--- src/rtl/rx_lp_pkg.sv ---
// Shared constants, FSM state type, coefficient tables and output rounding
// for the receive-path low-pass FIR sequencer.
package rx_lp_pkg;

    localparam int TAPS   = 128;
    localparam int DATA_W = 16;
    localparam int ACC_W  = 40;
    localparam int FRAC   = 15;
    localparam int AW     = $clog2(TAPS);

    typedef enum logic [1:0] {
        CLEAR = 2'd0,
        IDLE  = 2'd1,
        MAC   = 2'd2,
        DONE  = 2'd3
    } fir_state_e;

    // Element k of the table is the coefficient applied to tap k.
    typedef logic [TAPS-1:0][DATA_W-1:0] coef_arr_t;

    // Bartlett (triangular) low-pass in Q1.15: 8 * min(k+1, TAPS-k), peak 512.
    function automatic coef_arr_t build_lp_coef();
        coef_arr_t c;
        int        m;
        c = '0;
        for (int k = 0; k < TAPS; k++) begin
            m    = ((k + 1) < (TAPS - k)) ? (k + 1) : (TAPS - k);
            c[k] = DATA_W'(m * 8);
        end
        return c;
    endfunction

    localparam coef_arr_t LP_COEF   = build_lp_coef();
    localparam coef_arr_t TEST_COEF = {TAPS{16'h0400}};

    localparam logic signed [ACC_W-1:0] RND_HALF = 40'sd16384;
    localparam logic signed [ACC_W-1:0] SAT_MAX  = 40'sd32767;
    localparam logic signed [ACC_W-1:0] SAT_MIN  = -40'sd32768;

    // Round half up, shift out the fractional bits, clamp to the sample range.
    function automatic logic signed [DATA_W-1:0] round_sat(input logic signed [ACC_W-1:0] acc);
        logic signed [ACC_W-1:0] r;
        r = (acc + RND_HALF) >>> FRAC;
        if (r > SAT_MAX) begin
            return 16'sh7fff;
        end else if (r < SAT_MIN) begin
            return 16'sh8000;
        end else begin
            return r[DATA_W-1:0];
        end
    endfunction

endpackage

--- src/rtl/rx_BRAM_16_128_low_pass.sv ---
// 16x128 simple dual-port block RAM: port A writes, port B reads with one
// cycle of latency. Only the read data register is reset.
module rx_BRAM_16_128_low_pass
    import rx_lp_pkg::*;
(
    input  logic              clk,
    input  logic              rst,
    input  logic              ena,
    input  logic              wea,
    input  logic [AW-1:0]     addra,
    input  logic [DATA_W-1:0] dina,
    input  logic              enb,
    input  logic [AW-1:0]     addrb,
    output logic [DATA_W-1:0] doutb
);

    logic [DATA_W-1:0] mem_q [0:TAPS-1];

    // Write port A.
    always_ff @(posedge clk) begin
        if (ena && wea) begin
            mem_q[addra] <= dina;
        end
    end

    // Registered read port B.
    always_ff @(posedge clk) begin
        if (rst) begin
            doutb <= '0;
        end else if (enb) begin
            doutb <= mem_q[addrb];
        end
    end

endmodule

--- src/rtl/rx_low_pass_fir_ctrl.sv ---
// Receive low-pass FIR sequencer: clears the history buffer, writes each
// accepted sample, then walks all taps through a 3-stage MAC pipeline
// (RAM read / product / accumulate) and emits one rounded, saturated sample.
module rx_low_pass_fir_ctrl
    import rx_lp_pkg::*;
#(
    parameter int COEF_SEL = 0
) (
    input  logic                     clk,
    input  logic                     rrx_rst,
    input  logic                     in_valid,
    input  logic signed [DATA_W-1:0] in_sample,
    output logic                     in_ready,
    output logic                     out_valid,
    output logic signed [DATA_W-1:0] out_sample,
    output logic                     busy
);

    localparam int               CNT_W    = AW + 1;
    localparam logic [CNT_W-1:0] CLR_LAST = CNT_W'(TAPS - 1);
    localparam logic [CNT_W-1:0] MAC_LAST = CNT_W'(TAPS);
    localparam coef_arr_t        COEF_TBL = (COEF_SEL == 1) ? TEST_COEF : LP_COEF;

    fir_state_e                state_q, state_d;
    logic [CNT_W-1:0]          cnt_q, cnt_d;
    logic [AW-1:0]             wr_ptr_q, wr_ptr_d;
    logic signed [ACC_W-1:0]   acc_q, acc_d;
    logic                      rd_vld_q, prod_vld_q;
    logic signed [DATA_W-1:0]  coef_q;
    logic signed [2*DATA_W-1:0] prod_q;
    logic                      out_valid_q;
    logic signed [DATA_W-1:0]  out_sample_q;

    logic                      ram_ena_s, ram_wea_s, ram_enb_s, issue_s;
    logic [AW-1:0]             ram_addra_s, ram_addrb_s;
    logic [DATA_W-1:0]         ram_dina_s, ram_doutb_s;

    rx_BRAM_16_128_low_pass u_hist (
        .clk   (clk),
        .rst   (rrx_rst),
        .ena   (ram_ena_s),
        .wea   (ram_wea_s),
        .addra (ram_addra_s),
        .dina  (ram_dina_s),
        .enb   (ram_enb_s),
        .addrb (ram_addrb_s),
        .doutb (ram_doutb_s)
    );

    // FSM state, shared clear/tap counter and history write pointer.
    always_ff @(posedge clk) begin
        if (rrx_rst) begin
            state_q  <= CLEAR;
            cnt_q    <= '0;
            wr_ptr_q <= '0;
        end else begin
            state_q  <= state_d;
            cnt_q    <= cnt_d;
            wr_ptr_q <= wr_ptr_d;
        end
    end

    // Next-state logic: CLEAR runs TAPS writes, MAC runs TAPS issues plus one drain cycle.
    always_comb begin
        state_d  = state_q;
        cnt_d    = cnt_q;
        wr_ptr_d = wr_ptr_q;
        case (state_q)
            CLEAR: begin
                if (cnt_q == CLR_LAST) begin
                    state_d = IDLE;
                    cnt_d   = '0;
                end else begin
                    cnt_d = cnt_q + 1'b1;
                end
            end
            IDLE: begin
                if (in_valid) begin
                    state_d = MAC;
                    cnt_d   = '0;
                end else begin
                    cnt_d = '0;
                end
            end
            MAC: begin
                if (cnt_q == MAC_LAST) begin
                    state_d = DONE;
                    cnt_d   = '0;
                end else begin
                    cnt_d = cnt_q + 1'b1;
                end
            end
            DONE: begin
                state_d  = IDLE;
                wr_ptr_d = wr_ptr_q + 1'b1;
            end
            default: begin
                state_d = CLEAR;
                cnt_d   = '0;
            end
        endcase
    end

    // Buffer port controls and handshake decoded from the current state.
    always_comb begin
        in_ready    = 1'b0;
        ram_ena_s   = 1'b0;
        ram_wea_s   = 1'b0;
        ram_addra_s = wr_ptr_q;
        ram_dina_s  = '0;
        ram_enb_s   = 1'b0;
        ram_addrb_s = wr_ptr_q - cnt_q[AW-1:0];
        issue_s     = 1'b0;
        case (state_q)
            CLEAR: begin
                ram_ena_s   = 1'b1;
                ram_wea_s   = 1'b1;
                ram_addra_s = cnt_q[AW-1:0];
            end
            IDLE: begin
                in_ready = 1'b1;
                if (in_valid) begin
                    ram_ena_s  = 1'b1;
                    ram_wea_s  = 1'b1;
                    ram_dina_s = in_sample;
                end else begin
                    ram_ena_s = 1'b0;
                end
            end
            MAC: begin
                if (!cnt_q[AW]) begin
                    ram_enb_s = 1'b1;
                    issue_s   = 1'b1;
                end else begin
                    ram_enb_s = 1'b0;
                end
            end
            DONE: begin
                in_ready = 1'b0;
            end
            default: begin
                in_ready = 1'b0;
            end
        endcase
    end

    // Accumulator next value: zeroed at accept, summed while products are valid.
    always_comb begin
        acc_d = acc_q;
        if ((state_q == IDLE) && in_valid) begin
            acc_d = '0;
        end else if (prod_vld_q) begin
            acc_d = acc_q + {{(ACC_W-2*DATA_W){prod_q[2*DATA_W-1]}}, prod_q};
        end else begin
            acc_d = acc_q;
        end
    end

    // MAC pipeline registers and registered outputs; DONE folds in the last product.
    always_ff @(posedge clk) begin
        if (rrx_rst) begin
            rd_vld_q     <= 1'b0;
            prod_vld_q   <= 1'b0;
            coef_q       <= '0;
            prod_q       <= '0;
            acc_q        <= '0;
            out_valid_q  <= 1'b0;
            out_sample_q <= '0;
        end else begin
            rd_vld_q   <= issue_s;
            prod_vld_q <= rd_vld_q;
            if (issue_s) begin
                coef_q <= COEF_TBL[cnt_q[AW-1:0]];
            end
            if (rd_vld_q) begin
                prod_q <= $signed(ram_doutb_s) * coef_q;
            end
            acc_q       <= acc_d;
            out_valid_q <= (state_q == DONE);
            if (state_q == DONE) begin
                out_sample_q <= round_sat(acc_d);
            end
        end
    end

    assign out_valid  = out_valid_q;
    assign out_sample = out_sample_q;
    assign busy       = !in_ready;

endmodule

--- config.mk ---
export PLATFORM = sky130hd
export DESIGN_NAME = rx_low_pass_fir_ctrl
export DESIGN_NICKNAME = d
export VERILOG_FILES = /design/src/rtl/rx_lp_pkg.sv /design/src/rtl/rx_BRAM_16_128_low_pass.sv /design/src/rtl/rx_low_pass_fir_ctrl.sv
export SDC_FILE = /design/constraint.sdc
export NUM_CORES = 2
export LEC_CHECK = 0
export BUFFER_PORTS_ARGS = -buffer_cell sky130_fd_sc_hd__buf_2
export CAP_MARGIN = 15
export CORE_UTILIZATION = 30
export CTS_CLUSTER_SIZE = 10
export DETAILED_ROUTE_END_ITERATION = 6
export GPL_ROUTABILITY_DRIVEN = 0
export HOLD_SLACK_MARGIN = 0.08
export PLACE_DENSITY = 0.47
export SLEW_MARGIN = 20
export SYNTH_ARGS = -nofsm -noshare
export SYNTH_HDL_FRONTEND = slang
export SYNTH_HIERARCHICAL = 1
export SYNTH_SLANG_ARGS = --single-unit
--- constraint.sdc ---
create_clock -name clk -period 6.95 [get_ports clk]
set_clock_uncertainty 0.05 [all_clocks]
set_input_delay 0 -clock clk [delete_from_list [all_inputs] [get_ports clk]]
set_output_delay 0 -clock clk [all_outputs]
set_load 0.05 [all_outputs]
Yosys cells after proc, flatten, opt, wreduce, memory -nomap -nowiden

Memory sizes are Yosys's and may differ from the RTL's. A register that Yosys moved wholly into a read port is not among the register bits.
Cells that the tools add are included.

Reductions and logical operators: 5
Equal/unequal tests: 8
Multiplexer cells: 21
Order comparisons: 2
$add $sub $neg: 5
Multipliers: 1

Operator list:

| kind                                                                              | number |
|---|---|
| 40-bit 2-to-1 mux                                                                 | 2 |
| 16-bit 2-to-1 mux                                                                 | 4 |
| 40-bit by 16-bit adder with 40-bit output, second input constant                  | 1 |
| 40-bit adder                                                                      | 1 |
| 16-bit by 16-bit multiplier with 32-bit output                                    | 1 |
| 25-bit by 16-bit greater-than comparator with 1-bit output, second input constant | 1 |
| 25-bit by 16-bit < comparator with 1-bit output, second input constant            | 1 |
| 8-bit one-hot mux with 3 select lines                                             | 1 |
| 8-bit 2-to-1 mux                                                                  | 2 |
| 8-bit by 1-bit adder with 8-bit output, second input constant                     | 1 |
| 8-bit by 7-bit equality test with 1-bit output, second input constant             | 1 |
| 8-bit equality test, second input constant                                        | 1 |
| 2-bit one-hot mux with 4 select lines                                             | 1 |
| 7-bit by 1-bit adder with 7-bit output, second input constant                     | 1 |
| 7-bit 2-to-1 mux                                                                  | 1 |
| 7-bit subtractor                                                                  | 1 |
| 1-bit 2-to-1 mux                                                                  | 6 |
| 2-bit 2-to-1 mux                                                                  | 3 |
| 2-bit inequality test, second input constant                                      | 3 |
| 2-bit equality test, second input constant                                        | 2 |
| 3-bit AND reduction                                                               | 1 |
| 3-bit nonzero test                                                                | 1 |
| 2-bit by 1-bit equality test with 1-bit output, second input constant             | 1 |
| 2-bit logical NOT                                                                 | 1 |
| 3 further kinds                                                                   | 3 |

Register bits: 108
Input port bits: 19
Bits in read-only memories: 2048
Output and inout bits: 19
Memories kept: 2
RAM bits: 2048

Memory list:

| memory           | depth | bits a word | read ports | clocked after memory_dff | write ports | RTL line                      | RTL |
|---|---|---|---|---|---|---|---|
| (name not given) | 128   | 16          | 1          | 1                        | 0           | rx_low_pass_fir_ctrl.sv:173   | `coef_q <= COEF_TBL[cnt_q[AW-1:0]];` |
| u_hist.mem_q     | 128   | 16          | 1          | 1                        | 1           | rx_BRAM_16_128_low_pass.sv:17 | `logic [DATA_W-1:0] mem_q [0:TAPS-1];` |

Logic depth before layout (Yosys ltp)

Depth after elaboration: 7
Mapped depth: 28

Cells and area by module

Netlist, hierarchy kept.

Modules (own cells, without submodules):

| module                  | cells an instance | area an instance (um^2) | times used | sequential area each (um^2) |
|---|---|---|---|---|
| rx_BRAM_16_128_low_pass | 3620              | 79590.1                 | 1          | 61819.3 |
| rx_low_pass_fir_ctrl    | 1577              | 12659.6                 | 1          | 2182.1 |

Worst setup path before layout

No wires, ideal clock.

Kind: reg-to-reg
Start: register coef_q[4]
End: register prod_q[29]
Cell stages (with the launch flop): 28
Arrival time: 6.034 ns
Required time: 6.766 ns
Path slack: 0.732 ns
Setup time: 0.134 ns
Cells stage by stage: dfxtp_1 clkbuf_1 clkbuf_1 nand2_1 fa_1 inv_1 fa_1 inv_1 fa_1 inv_1 ha_1 inv_1 fa_1 inv_1 ha_1 ha_1 a21oi_1 o21bai_1 a21oi_1 o21bai_1 a21oi_1 o21bai_1 a2111o_1 and3_1 o31a_1 o21ai_0 and4b_1 nor4_1

Cells in the longest elaborated chain, start to end: 1

RTL lines:

| item                                           | RTL line                    | RTL |
|---|---|---|
| start: declaration                             | rx_low_pass_fir_ctrl.sv:29  | `logic signed [DATA_W-1:0] coef_q;` |
| 16-bit by 16-bit multiplier with 32-bit output | rx_low_pass_fir_ctrl.sv:176 | `prod_q <= $signed(ram_doutb_s) * coef_q;` |
| end signal: assignment                         | rx_low_pass_fir_ctrl.sv:176 |  |
| end: declaration                               | rx_low_pass_fir_ctrl.sv:30  | `logic signed [2*DATA_W-1:0] prod_q;` |

No other way between the ends.
A chain may end at the register's enable or synchronous reset.

Worst setup path after layout

Same ends and word-level chain as after synthesis.

==> results.md <==
- Status: finished clean
- Syn Inst Count: 5,197
- Post-synth net total: 5,453
- Vias per cell: 5.13
- Critical path launch point: coef_q[4]
- Vias: 49.6k
- Final Net Count: 5,734
- Synthesis-to-finish area growth: 14.5%
- Worst-margin pin slew: 1.21 ns
- Number of global-route vias before repair: 50.2k
- Post-synth top flop: edfxtp_1
- Die Y: 557 microns
- CP Max Fanout: 10
- FMAX: 155 MHz
- Most common cell on crit path: ha_1
- Worst hold slack: 0.119 ns
- Synth async-reset ratio: 0%
- Avg Inst Size Synth: 17.8 sq um
- Bufs on Longest Clock Path: 4
- Total clock buffers created by CTS: 266
- Register area share after synthesis: 69.4%
- CTS tree: yes
- Post-synthesis register bit count: 2,173
- Total iterations of the first detailed-routing run: 6
- Cell with the most instances after synthesis: edfxtp_1
- Post-synth EDFFs: 2,048
- Reg2reg path depth: 25
- VDD IR max: 161 uV
- Worst Hold Class: input port to register
- Slew Viols, Final: 0
- Routed wire length: 269 mm
- CP Launch Type: register
- Tmin final: 6.45 ns
- CTS root buf: clkbuf_16
- Worst skew pair latency: 0.85 ns
- Core area: 306,000 sq um
- CP Capture Type: register
- Die extent in x: 557 microns
- Top Ports: 38
- Max-Cap Viols: 0
- Arr. time, crit path: 7.07 ns
- Final hold vios: 0
- Iter 0 DRT Violations: 4,759
- Max incr delay on CP: 0.56 ns
- Worst setup path class: register to register
- Top cells by area, synth: edfxtp_1 (67%), mux4_2 (12%), dfxtp_1 (2.7%), ha_1 (2.0%), fa_1 (1.9%)
- Post-Layout Cell Count: 9,657
- Antenna viol nets, final: 0
- Wire per inst: 27.9 microns
- Core Rows: 203
- Power Density: 269 nW/um^2
- Static leakage: 0.0307 uW
- Setup_tns: 0 ns
- RSZ-0062 raised after global routing: false
- Worst EP required: 7.57 ns
- Initial antenna violation count: 15
- Share of layout cells above drive strength 1: 21.4%
- Gr ovfl total: 0
- Fin crit share: 92.8%
- DP Wirelength: 167 mm
- Synthesis Warnings: 6
- Synth top cells by count: edfxtp_1 (2,048), mux4_2 (482), nand2_1 (300)
- Worst slew margin: 19.3%
- Flop-to-flop setup slack: 0.50 ns
- DRC Markers: 0
- Clock slew at reported path FFs: 0.06 ns
- Port Buffer Count: 37
- CTS H-tree lvls: 5
- Pin count of the biggest net entering global routing: 100
- Top-area cell type share of the netlist area: 66.7%
- Post-Syn Area: 92,200 sq um
- # resized after CTS: 0
- Worst setup path end: prod_q[29]
- Netlist cell types: 107
- Final setup vio count: 0
- Slowest CP cell: fa_1
- Full die area: 310,000 sq um
- First-pass GRT wire length: 382 mm
- Initial core utilization: 30.2%
- Post-placement cell count: 9,292
- R2r endpoint: prod_q[29]
- Total clock sinks: 2,173
- Leading area contributor after synthesis: edfxtp_1
- Tot GR Track Use: 17.2%
- Reg-to-Reg Start: coef_q[4]
-- cells by family after synthesis --
logic type | Yosys count | synth area share [%]
adders and majority gates | 237 | 3.93
muxes | 663 | 13.9
AOI/OAI and AO/OA | 595 | 4.55
xor gates and xnor gates | 67 | 0.636
and+or+nand+nor | 948 | 4.84
DFF | 2173 | 69.4
buffers and inverters | 514 | 2.74
-- critical path, delay by kind of cell, from the launching register on --
kind,cells,cell delay [ns]
adder cells (fa/ha/maj),7,2.64
AO/OA/AOI/OAI,10,2.21
buffers and inverters,4,0.38
flip-flops,1,0.47
AND/OR/NAND/NOR,4,0.57
-- flip-flops by register name, summed over array words and instances, names as in the netlist, 2 cells and up --
register and count:
acc_q 37, cnt_q 8, coef_q 7, out_sample 16, prod_q 29, state_q 2
u_hist/doutb 16, u_hist/mem_q 2048, wr_ptr_q 7
-- final cells by class --
class / count / area, sq um
well taps: 4100 / 5130
fillers: 28910 / 200000
repair buffers: 287 / 2310
flip-flops and latches: 2173 / 64000
diodes: 4 / 10.0
clock inverters: 30 / 300
multi-input cells: 2510 / 26000
clock buffers: 313 / 6940
inverters: 240 / 916
-- stage by stage --
| stage | total power (uW) | setup WS (ns) | cell area, sq um | utilization, % |
|---|---|---|---|---|
| floorplan | 15600 | 0.732 | 92200 | - |
| CTS | 28700 | 0.517 | 106000 | 34.5 |
| global placement | 16500 | 0.507 | 98200 | 32.1 |
| global route | 29200 | 0.188 | 106000 | 34.5 |
| finish | 28400 | 0.499 | 106000 | 34.6 |
| detailed placement | 16500 | 0.506 | 98200 | 32.1 |
-- worst min path at each step --
| stage | start | endpoint | slack (ns) | cells past startpoint |
|---|---|---|---|---|
| floorplan | rrx_rst | out_valid | 0.26 | 2 |
| global placement | rrx_rst | out_sample[15] | 0.38 | 2 |
| detailed placement | rrx_rst | out_sample[15] | 0.39 | 2 |
| CTS | rrx_rst | out_sample[15] | 0.08 | 3 |
| global route | rrx_rst | out_sample[15] | 0.13 | 3 |
| finish | rrx_rst | out_sample[15] | 0.12 | 3 |
-- routing by layer --
layer	global-route usage, %	wire (microns)	share of wire [%]
met1	24.2	120000	45
met2	27.4	126000	47
met3	2.82	16400	6.1
met4	4.46	6890	2.6
met5	0	13	0.0048
-- where the power goes --
part,total (uW),switching (uW),internal [uW]
Sequential,14200,10.4,14100
Combinational,2040,1410,630
Clock,12200,5160,7040
Total,28400,6590,21800
-- placed cells by master (no fill, tap or decap), types with 18 or more instances in the layout --
cell type	n
a211oi_1	30
a21o_1	20
a21oi_1	123
a22oi_1	72
and2_1	50
buf_2	36
buf_4	217
clkbuf_1	42
clkbuf_16	271
dfxtp_1	123
dlygate4sd3_1	18
edfxtp_1	2048
fa_1	88
ha_1	149
inv_1	234
mux2_2	25
mux2i_1	147
mux4_2	482
nand2_1	300
nand3_1	72
nand4_1	35
nor2_1	248
nor2_2	33
nor2b_1	29
nor3_1	39
nor4_1	19
o211ai_1	31
o21ai_0	64
o21ai_1	23
o22ai_1	29
xnor2_1	39
xor2_1	23
-- repair_timing --
item                                    4_1_cts  5_1_grt
endpoints found under the hold margin       873        0
buffers inserted                              0        0
hold buffers                                 18        0
endpoints found under the setup margin        0        0
Note: power is estimated with default switching activity, not from simulation.
